`src/rtl/mem_arbiter.sv`:
```
// mem_arbiter
// Arbitrates the instruction-fetch and load/store paths of the MIPS core onto
// one fixed-latency, single-ported memory. Accesses are serialised: IDLE
// grants one requester, ACCESS drives the memory for WAIT_STATES+1 cycles,
// and RESP pulses the owner's acknowledge for one cycle.
//
// Parameters:
//   WAIT_STATES  extra memory cycles per access (0..15)
// Ports:
//   clock, reset                 clock and asynchronous active-high reset
//   if_req/if_addr               fetch request and address
//   if_rdata/if_ack              fetched word and one-cycle completion pulse
//   d_req/d_we/d_addr/d_wdata    load/store request
//   d_rdata/d_ack                load data and one-cycle completion pulse
//   mem_en/mem_we/mem_addr/mem_wdata/mem_rdata   memory port
//   busy                         high whenever the FSM is not IDLE
//
// Build option:
//   MEM_ARB_RR_EN  defined   -> round-robin arbitration on simultaneous requests
//                  undefined -> fixed data-over-fetch priority
`timescale 1ns/1ps

module mem_arbiter #(
  parameter int WAIT_STATES = 1
) (
  input  logic        clock,
  input  logic        reset,
  input  logic        if_req,
  input  logic [31:0] if_addr,
  output logic [31:0] if_rdata,
  output logic        if_ack,
  input  logic        d_req,
  input  logic        d_we,
  input  logic [31:0] d_addr,
  input  logic [31:0] d_wdata,
  output logic [31:0] d_rdata,
  output logic        d_ack,
  output logic        mem_en,
  output logic        mem_we,
  output logic [31:0] mem_addr,
  output logic [31:0] mem_wdata,
  input  logic [31:0] mem_rdata,
  output logic        busy
);

  typedef enum logic [1:0] {
    ST_IDLE   = 2'd0,
    ST_ACCESS = 2'd1,
    ST_RESP   = 2'd2
  } state_t;

  localparam logic [3:0] WAIT_INIT = 4'(WAIT_STATES);
  localparam logic       OWN_FETCH = 1'b0;
  localparam logic       OWN_DATA  = 1'b1;

  state_t      state_q;
  logic [3:0]  cnt_q;
  logic        owner_q;
  logic        if_ack_q;
  logic        d_ack_q;
  logic [31:0] if_rdata_q;
  logic [31:0] d_rdata_q;
  logic        mem_en_q;
  logic        mem_we_q;
  logic [31:0] mem_addr_q;
  logic [31:0] mem_wdata_q;
  logic        busy_q;
  logic        grant_data_d;

`ifdef MEM_ARB_RR_EN
  logic        last_q;   // owner granted most recently

  // Round-robin grant: a tie goes to whoever was not served last.
  always_comb begin
    grant_data_d = OWN_FETCH;
    if (d_req && if_req) begin
      grant_data_d = (last_q == OWN_FETCH) ? OWN_DATA : OWN_FETCH;
    end else if (d_req) begin
      grant_data_d = OWN_DATA;
    end else begin
      grant_data_d = OWN_FETCH;
    end
  end
`else
  // Fixed priority grant: a pending data access always wins.
  always_comb begin
    grant_data_d = OWN_FETCH;
    if (d_req) begin
      grant_data_d = OWN_DATA;
    end else begin
      grant_data_d = OWN_FETCH;
    end
  end
`endif

  // Sequencer FSM with all outputs registered; requester inputs are only
  // looked at in IDLE so an in-flight access cannot be disturbed.
  always_ff @(posedge clock or posedge reset) begin
    if (reset) begin
      state_q     <= ST_IDLE;
      cnt_q       <= 4'd0;
      owner_q     <= OWN_FETCH;
      if_ack_q    <= 1'b0;
      d_ack_q     <= 1'b0;
      if_rdata_q  <= 32'h0000_0000;
      d_rdata_q   <= 32'h0000_0000;
      mem_en_q    <= 1'b0;
      mem_we_q    <= 1'b0;
      mem_addr_q  <= 32'h0000_0000;
      mem_wdata_q <= 32'h0000_0000;
      busy_q      <= 1'b0;
`ifdef MEM_ARB_RR_EN
      last_q      <= OWN_FETCH;
`endif
    end else begin
      case (state_q)
        ST_IDLE: begin
          if (if_req || d_req) begin
            state_q  <= ST_ACCESS;
            cnt_q    <= WAIT_INIT;
            owner_q  <= grant_data_d;
            mem_en_q <= 1'b1;
            busy_q   <= 1'b1;
`ifdef MEM_ARB_RR_EN
            last_q   <= grant_data_d;
`endif
            if (grant_data_d == OWN_DATA) begin
              mem_addr_q  <= d_addr;
              mem_we_q    <= d_we;
              mem_wdata_q <= d_wdata;
            end else begin
              mem_addr_q  <= if_addr;
              mem_we_q    <= 1'b0;
              mem_wdata_q <= 32'h0000_0000;
            end
          end
        end
        ST_ACCESS: begin
          if (cnt_q != 4'd0) begin
            cnt_q <= cnt_q - 4'd1;
          end else begin
            // Final access cycle: memory data is valid now.
            state_q  <= ST_RESP;
            mem_en_q <= 1'b0;
            mem_we_q <= 1'b0;
            if (owner_q == OWN_DATA) begin
              d_ack_q <= 1'b1;
              if (!mem_we_q) begin
                d_rdata_q <= mem_rdata;
              end
            end else begin
              if_ack_q   <= 1'b1;
              if_rdata_q <= mem_rdata;
            end
          end
        end
        ST_RESP: begin
          // The owner's req is still high here, so never re-grant directly.
          state_q  <= ST_IDLE;
          if_ack_q <= 1'b0;
          d_ack_q  <= 1'b0;
          busy_q   <= 1'b0;
        end
        default: begin
          state_q  <= ST_IDLE;
          if_ack_q <= 1'b0;
          d_ack_q  <= 1'b0;
          mem_en_q <= 1'b0;
          mem_we_q <= 1'b0;
          busy_q   <= 1'b0;
        end
      endcase
    end
  end

  assign if_rdata  = if_rdata_q;
  assign if_ack    = if_ack_q;
  assign d_rdata   = d_rdata_q;
  assign d_ack     = d_ack_q;
  assign mem_en    = mem_en_q;
  assign mem_we    = mem_we_q;
  assign mem_addr  = mem_addr_q;
  assign mem_wdata = mem_wdata_q;
  assign busy      = busy_q;

endmodule
```
`config.mk`:
```
export PLATFORM = sky130hd
export DESIGN_NAME = mem_arbiter
export DESIGN_NICKNAME = d
export VERILOG_FILES = /design/src/rtl/mem_arbiter.sv
export SDC_FILE = /design/constraint.sdc
export NUM_CORES = 1
export LEC_CHECK = 0
export ABC_CLOCK_PERIOD_IN_PS = 7900
export CAP_MARGIN = 20
export CORE_UTILIZATION = 40
export CTS_CLUSTER_SIZE = 10
export DETAILED_ROUTE_END_ITERATION = 6
export PLACE_DENSITY = 0.83
export SYNTH_ARGS = -nofsm -noshare
export SYNTH_HDL_FRONTEND = slang
export SYNTH_SLANG_ARGS = --single-unit
```
`constraint.sdc`:
```
create_clock -name clock -period 7.9 [get_ports clock]
set_input_delay 0.79 -clock clock [delete_from_list [all_inputs] [get_ports clock]]
set_output_delay 0.79 -clock clock [all_outputs]
set_load 0.03 [all_outputs]
```
==> results of run 1 <==
==> state kept, by name, summed over array words and instances (netlist names) <==
name	count
mem_en	1
if_rdata	32
mem_addr	32
mem_wdata	32
state_q	2
mem_we	1
d_ack	1
d_rdata	32
owner_q	1
busy	1
if_ack	1
cnt_q	4
==> cells in the final DEF (no fill, tap or decap), types with 2 or more instances in the layout <==
master	netlist	routed
mux2i_1	33	33
a21o_1	4	4
clkdlybuf4s50_1	0	264
nor2_1	3	2
buf_4	0	4
o21ai_1	2	2
bufinv_16	0	3
a22o_1	33	33
clkinv_2	0	2
dfrtp_1	140	140
clkbuf_16	0	17
nor2_2	1	2
mux2_2	65	65
ha_1	2	2
inv_1	5	4
clkbuf_8	0	4
o21ai_0	66	66
inv_6	0	3
==> per-stage QoR <==
stage                     area, um2    util
after floorplan                5550       -
after global placement         8318  0.6207
after detailed placement       8333  0.6218
after CTS                      8951  0.6680
after global routing           8979  0.6700
final                          8979  0.6700
==> path summary, 6_finish.rpt <==
path                                 endpoint  slack (ns)  cells past startpoint
worst max-delay path                   mem_we        5.21                      5
worst min-delay path                     busy        0.48                      1
worst max register to register   if_rdata[30]        5.69                      6
worst min register to register           busy        0.48                      1
max in group asynchronous         if_rdata[5]        5.81                      3
min in group asynchronous       mem_wdata[22]        0.89                      2
==> logic make-up (layout without fill, tap and decap cells) <==
logic type / after synthesis / after routing
simple gates: 16 / 16
buf+inv: 32 / 307
mux: 98 / 98
fa+ha+maj: 2 / 2
compound gates: 109 / 109
flops: 140 / 140
==> metal layers <==
metal	wire [um]	GRT usage
met1	5859	0.2409
met2	7533	0.3728
met3	871	0.05466
met4	299	0.07813
met5	0	0
==> worst register-to-register path: cells and delay by family, from the launching register on <==
family | cells | cell delay, ns
fa+ha+maj | 1 | 0.18
simple gates | 2 | 0.58
buf+inv | 2 | 0.54
mux | 1 | 0.41
flops | 1 | 0.38
==> layout make-up <==
| type | count | area (um2) |
|---|---|---|
| Sequential cell | 140 | 3503 |
| Timing Repair Buffer | 271 | 2720 |
| Clock buffer | 22 | 484.2 |
| Multi-Input combinational cell | 225 | 1893 |
| Tap cell | 176 | 220.2 |
| Clock inverter | 9 | 133.9 |
| Fill cell | 996 | 4422 |
| Inverter | 5 | 23.77 |
==> power breakdown <==
group / switching (mW) / internal, mW
Sequential: 0.195 / 1.07
Combinational: 1.14 / 0.931
Clock: 0.286 / 0.530
==> reports/summary.txt, run 1 <==
Antenna-violating nets left = 0
Register bit total from synthesis = 140
Final slew viol count = 0
Max cap viols = 0
Clk buf depth = 2
Die area = 14350 um2
GRT Total Usage = 0.2096
Outcome = finished, final reports clean
Fin worst setup slack = 5.209 ns
CTS hold repair buffers = 0
RSZ-0062 raised after global routing = no
Worst Setup SP = d_req
Synth area leaders = dfrtp_1 63%, mux2_2 13%, mux2i_1 6.0%, o21ai_0 6.0%, a22o_1 5.2%
Final WL = 14560 um
Total Power = 4.145 mW
Post_cts resized = 0
CP Capture Type = register
Mux share of post-synthesis cell area = 0.1914
HP Class = reg2reg
DR vias = 4289
Worst-path clk slew = 0.05 ns
CTS tree = built
I/O Pins = 266
CP Class = in2reg
Main combinational cell family by area after synthesis = multiplexers
Mapped Cells = 397
Placed Instances = 816
Area share of fa/ha/maj cells after synthesis = 0.004509
Starting DRT DRC Count = 232
Slew HR = 0.2869
Clk Latency, worst-skew pair = 0.40 ns
Post-synth top flop = dfrtp_1
Yosys warns = 0
Hold WS = 0.4760 ns
Top cells by count, synth = 140 x dfrtp_1, 66 x o21ai_0, 65 x mux2_2
Non-Filler Instances = 848
Max VDD drop = 256.4 uV
IO Port Bufs = 265
Pwr per Cell Area = 461.6 nW/um2
Area growth syn-to-layout = 61.77%
First-pass GRT wire length = 23400 um
Setup violations, final = 0
Yosys top cell area share = 0.6312
RR Startpoint = cnt_q[0]
DR vias/cell = 5.058
Setup bufs post-CTS = 0
Compound-Gate Fraction of Synth Area = 0.1242
Clk_skew = 0.009375 ns
DR WL/cell = 17.17 um
Min Clock Period, post-route = 2.691 ns
Simple-gate share of the synthesized area = 0.02051
Seq/Total Area, Yosys = 0.6312
Post-Syn Area = 5550 um2
CP max stage cell = buf_2
Period utilization = 0.3406
Count leader, synth = dfrtp_1
Synth async-reset ratio = 1.000
Fmax = 0.3717 GHz
Largest stage delay on the critical path = 0.72 ns
Core footprint = 13400 um2
Synth area leader = dfrtp_1
Worst-Margin Slew = 1.070 ns
Detailed Place HPWL = 10580 um
Gpl congestion = 0.7480
Die Ht = 119.8 um
Pre-CTS setup slack = 4.789 ns
Post-synthesis xor/xnor area fraction = 0
Initial antenna violation count = 0
Initial Util = 0.4142
Worst Setup Start Kind = input port
Post-Syn Nets = 532
Clock buffer count from CTS = 17
DRT Pass-1 Iters = 4
Final-report hold violation count = 0
Crit-path leading delay family = buffers and inverters
Post-synth EDFFs = 0
Global route overflow = 0
Arrival @ worst endpoint = 2.97 ns
Leak pwr = 3.839 nW
Worst Path Required = 8.18 ns
DRC violations left = 0
Largest net degree at the start of global routing = 84
Syn avg cell area = 13.98 um2
Die width = 119.8 um
CTS root buf = clkbuf_16
CP cell instances = buf_2, nor2_2, buf_4, or2_2, a32o_1
Crit path max fanout = 66
Post-route setup TNS = 0 ns
Min-delay src = busy
Buf/Inv on CP = 2
Cell row count = 42
Final nets = 795
Number of global-route vias before repair = 4664
Clock sinks = 140
H-tree level count = 4
Layout cells sized above 1 = 0.1622
Antenna cells = 0
Yosys cell types = 30
No activity file was read; power rests on OpenSTA's default activity.
==> run 2: changes to the inputs <==
==> config.mk (replaced) <==
export PLATFORM = sky130hd
export DESIGN_NAME = mem_arbiter
export DESIGN_NICKNAME = d
export VERILOG_FILES = /design/src/rtl/mem_arbiter.sv
export SDC_FILE = /design/constraint.sdc
export NUM_CORES = 1
export LEC_CHECK = 0
export ABC_CLOCK_PERIOD_IN_PS = 2260
export CAP_MARGIN = 20
export CORE_UTILIZATION = 37
export CTS_CLUSTER_SIZE = 10
export DETAILED_ROUTE_END_ITERATION = 6
export PLACE_DENSITY = 0.81
export SYNTH_ARGS = -nofsm -noshare
export SYNTH_HDL_FRONTEND = slang
export SYNTH_SLANG_ARGS = --single-unit
==> constraint.sdc (replaced) <==
create_clock -name clock -period 2.26 [get_ports clock]
set_input_delay 0.226 -clock clock [delete_from_list [all_inputs] [get_ports clock]]
set_output_delay 0.226 -clock clock [all_outputs]
set_load 0.03 [all_outputs]
==> run 2 against run 1 <==
  * Sequential cell count unchanged
  * Clock skew down 0.0051 ns
  * First-iteration DRC count decreased by 18%
  * Design area increased by 1.6%
  * Clock power increased to 4.0 times the previous value
  * Worst setup slack lost 5.0 ns
  * Die area is 8.0% higher
  * Clock-buffer cell count decreased by 2
  * Routed wire length shrank 0.68%
  * Non-clock buffer count rose by 4
  * Critical path depth up 1
  * Largest power group unchanged
  * Sequential share of layout area shrank 0.60 points
==> reports/summary.txt, run 2 (synthesis gave the netlist of run 1 again) <==
Pre-CTS setup slack = 0.1781 ns (-4.611 ns)
Starting DRT DRC Count = 190 (-18%)
CP Capture Type = register
Fmax = 0.4963 GHz
H-tree level count = 4 (unchanged)
CP max stage cell = or3b_4
Largest net degree at the start of global routing = 79 (-6.0%)
Initial antenna violation count = 0 (unchanged)
Setup bufs post-CTS = 0 (unchanged)
Outcome = finished, final reports clean
Number of global-route vias before repair = 4657 (-0.15%)
Min Clock Period, post-route = 2.015 ns
Cell row count = 44 (+4.8%)
Met3 wire length = 1037 um (+19%)
Clk buf depth = 2 (unchanged)
Hold WS = 0.3000 ns (-0.1760 ns)
CTS root buf = clkbuf_16
Worst R2R Setup Slack = 0.25 ns (-5.44 ns)
Highest routed layer = met4
Final WL = 14470 um (-0.68%)
DRT Pass-1 Iters = 4 (unchanged)
CTS hold repair buffers = 0 (unchanged)
Post_cts resized = 0 (unchanged)
Max cap viols = 0 (unchanged)
Setup violations, final = 0 (unchanged)
Max VDD drop = 694.2 uV (+170%)
Slew HR = 0.3127 (+0.02586)
Die Ht = 124.5 um (+3.9%)
Die area = 15500 um2 (+8.0%)
Gpl congestion = 0.7483 (about the same)
DR vias/cell = 5.021 (-0.73%)
Detailed Place HPWL = 10500 um (-0.84%)
Fin worst setup slack = 0.2452 ns (-4.964 ns)
Global route overflow = 0 (unchanged)
First-pass GRT wire length = 23740 um (+1.4%)
Antenna-violating nets left = 0 (unchanged)
Die width = 124.5 um (+3.9%)
M1 wire length = 5653 um (-3.5%)
IO Port Bufs = 265 (unchanged)
Initial Util = 0.3804 (-0.03375)
Met2 WL = 7390 um (-1.9%)
Arrival @ worst endpoint = 2.30 ns (-0.67 ns)
CP cell instances = inv_1, ha_1, or3b_4, nor3_4, buf_12, mux2_2
CTS tree = built
DR WL/cell = 16.80 um (-2.2%)
Pwr per Cell Area = 1630 nW/um2 (+250%)
DRC violations left = 0 (unchanged)
Final-report hold violation count = 0 (unchanged)
Period utilization = 0.8915
Worst-Margin Slew = 1.031 ns (-0.03879 ns)
CP Class = reg2reg
Area growth syn-to-layout = 64.29%
I/O Pins = 266 (unchanged)
Clk Latency, worst-skew pair = 0.41 ns (about the same)
Crit path max fanout = 33 (-50%)
RSZ-0062 raised after global routing = no
Clk_skew = 0.004261 ns (-0.005114 ns)
Clock buffer count from CTS = 17 (unchanged)
Leak pwr = 3.894 nW (+1.4%)
Final nets = 799 (+0.50%)
DR vias = 4323 (+0.79%)
HP Class = in2async
Post-route setup TNS = 0 ns (unchanged)
GRT Total Usage = 0.1962 (-0.01337)
Worst-path clk slew = 0.06 ns (about the same)
Commonest non-fill, non-tap cells in the layout = 264 x clkdlybuf4s50_1, 140 x dfrtp_1, 66 x o21ai_0
Antenna cells = 0 (unchanged)
Clock sinks = 140 (unchanged)
Largest stage delay on the critical path = 0.42 ns (-0.30 ns)
Most common cell after layout, fill and taps aside = clkdlybuf4s50_1
Final slew viol count = 0 (unchanged)
Core footprint = 14590 um2 (+8.9%)
Worst Path Required = 2.55 ns (-5.63 ns)
Layout cells sized above 1 = 0.1684 (+0.006188)
Worst Setup Start Kind = register
-- run 2: cell types whose count changed in the layout (fill, tap and decap cells not counted), moves of 2 or more --
cell and change:
inv_6 -3, bufinv_16 +4, buf_12 +4, clkinvlp_4 +2, buf_4 +2, clkbuf_8 -2
-- run 2: power breakdown --
group / internal [mW] / switching (mW) / leakage [nW]
Sequential: 3.73 / 0.671 / 1.71
Combinational: 3.25 / 3.97 / 1.85
Clock: 2.23 / 1.01 / 0.336
Total: 9.21 / 5.65 / 3.89
-- run 2: layer usage --
layer / vias up / global-route usage
met5: - / 0
met4: 0 / 0.09213
met3: 32 / 0.06014
met2: 200 / 0.3377
met1: 2106 / 0.2212
li1: 1985 / -
-- run 2: area by class of cell --
class,count,area (um2)
Tap cell,184,230.2
Clock inverter,12,240.2
Timing Repair Buffer,275,2773
Clock buffer,20,456.7
Multi-Input combinational cell,225,1893
Sequential cell,140,3503
Inverter,5,22.52
Fill cell,1127,5470
-- run 2: final timing paths --
check,to,depth (start not counted),start
min in group clock,mem_wdata[22],2,d_wdata[22]
min reg2reg,if_ack,1,if_ack
max reg2reg,if_rdata[19],6,cnt_q[0]
min,mem_wdata[0],3,reset
max,if_rdata[19],6,cnt_q[0]
max in group asynchronous,if_rdata[11],3,reset
-- run 2: critical path: cells and delay by family (launching register included) --
family        cells  cell delay [ns]
flops             1             0.37
mux               1             0.37
buf+inv           2             0.34
fa+ha+maj         1             0.17
simple gates      2             0.63
-- run 2: through the flow --
| step | instances | util | cell area (um2) | power (mW) |
|---|---|---|---|---|
| after floorplan | 397 | - | 5554 | 8.523 |
| after global placement | 829 | 0.5773 | 8422 | 11.49 |
| after detailed placement | 829 | 0.5773 | 8422 | 11.71 |
| after CTS | 861 | 0.6250 | 9119 | 15.02 |
| after global routing | 861 | 0.6250 | 9119 | 15.60 |
| final | 861 | 0.6250 | 9119 | 14.86 |
==> run 3: changes to the inputs <==
--- a/config.mk
+++ b/config.mk
@@ -6,7 +6,7 @@
 export NUM_CORES = 1
 export LEC_CHECK = 0
 export ABC_CLOCK_PERIOD_IN_PS = 2260
-export CAP_MARGIN = 20
+export CAP_MARGIN = 10
 export CORE_UTILIZATION = 37
 export CTS_CLUSTER_SIZE = 10
 export DETAILED_ROUTE_END_ITERATION = 6
==> results of run 3 <==
Same layout as run 2: the final DEF is identical, and so are final timing and power.
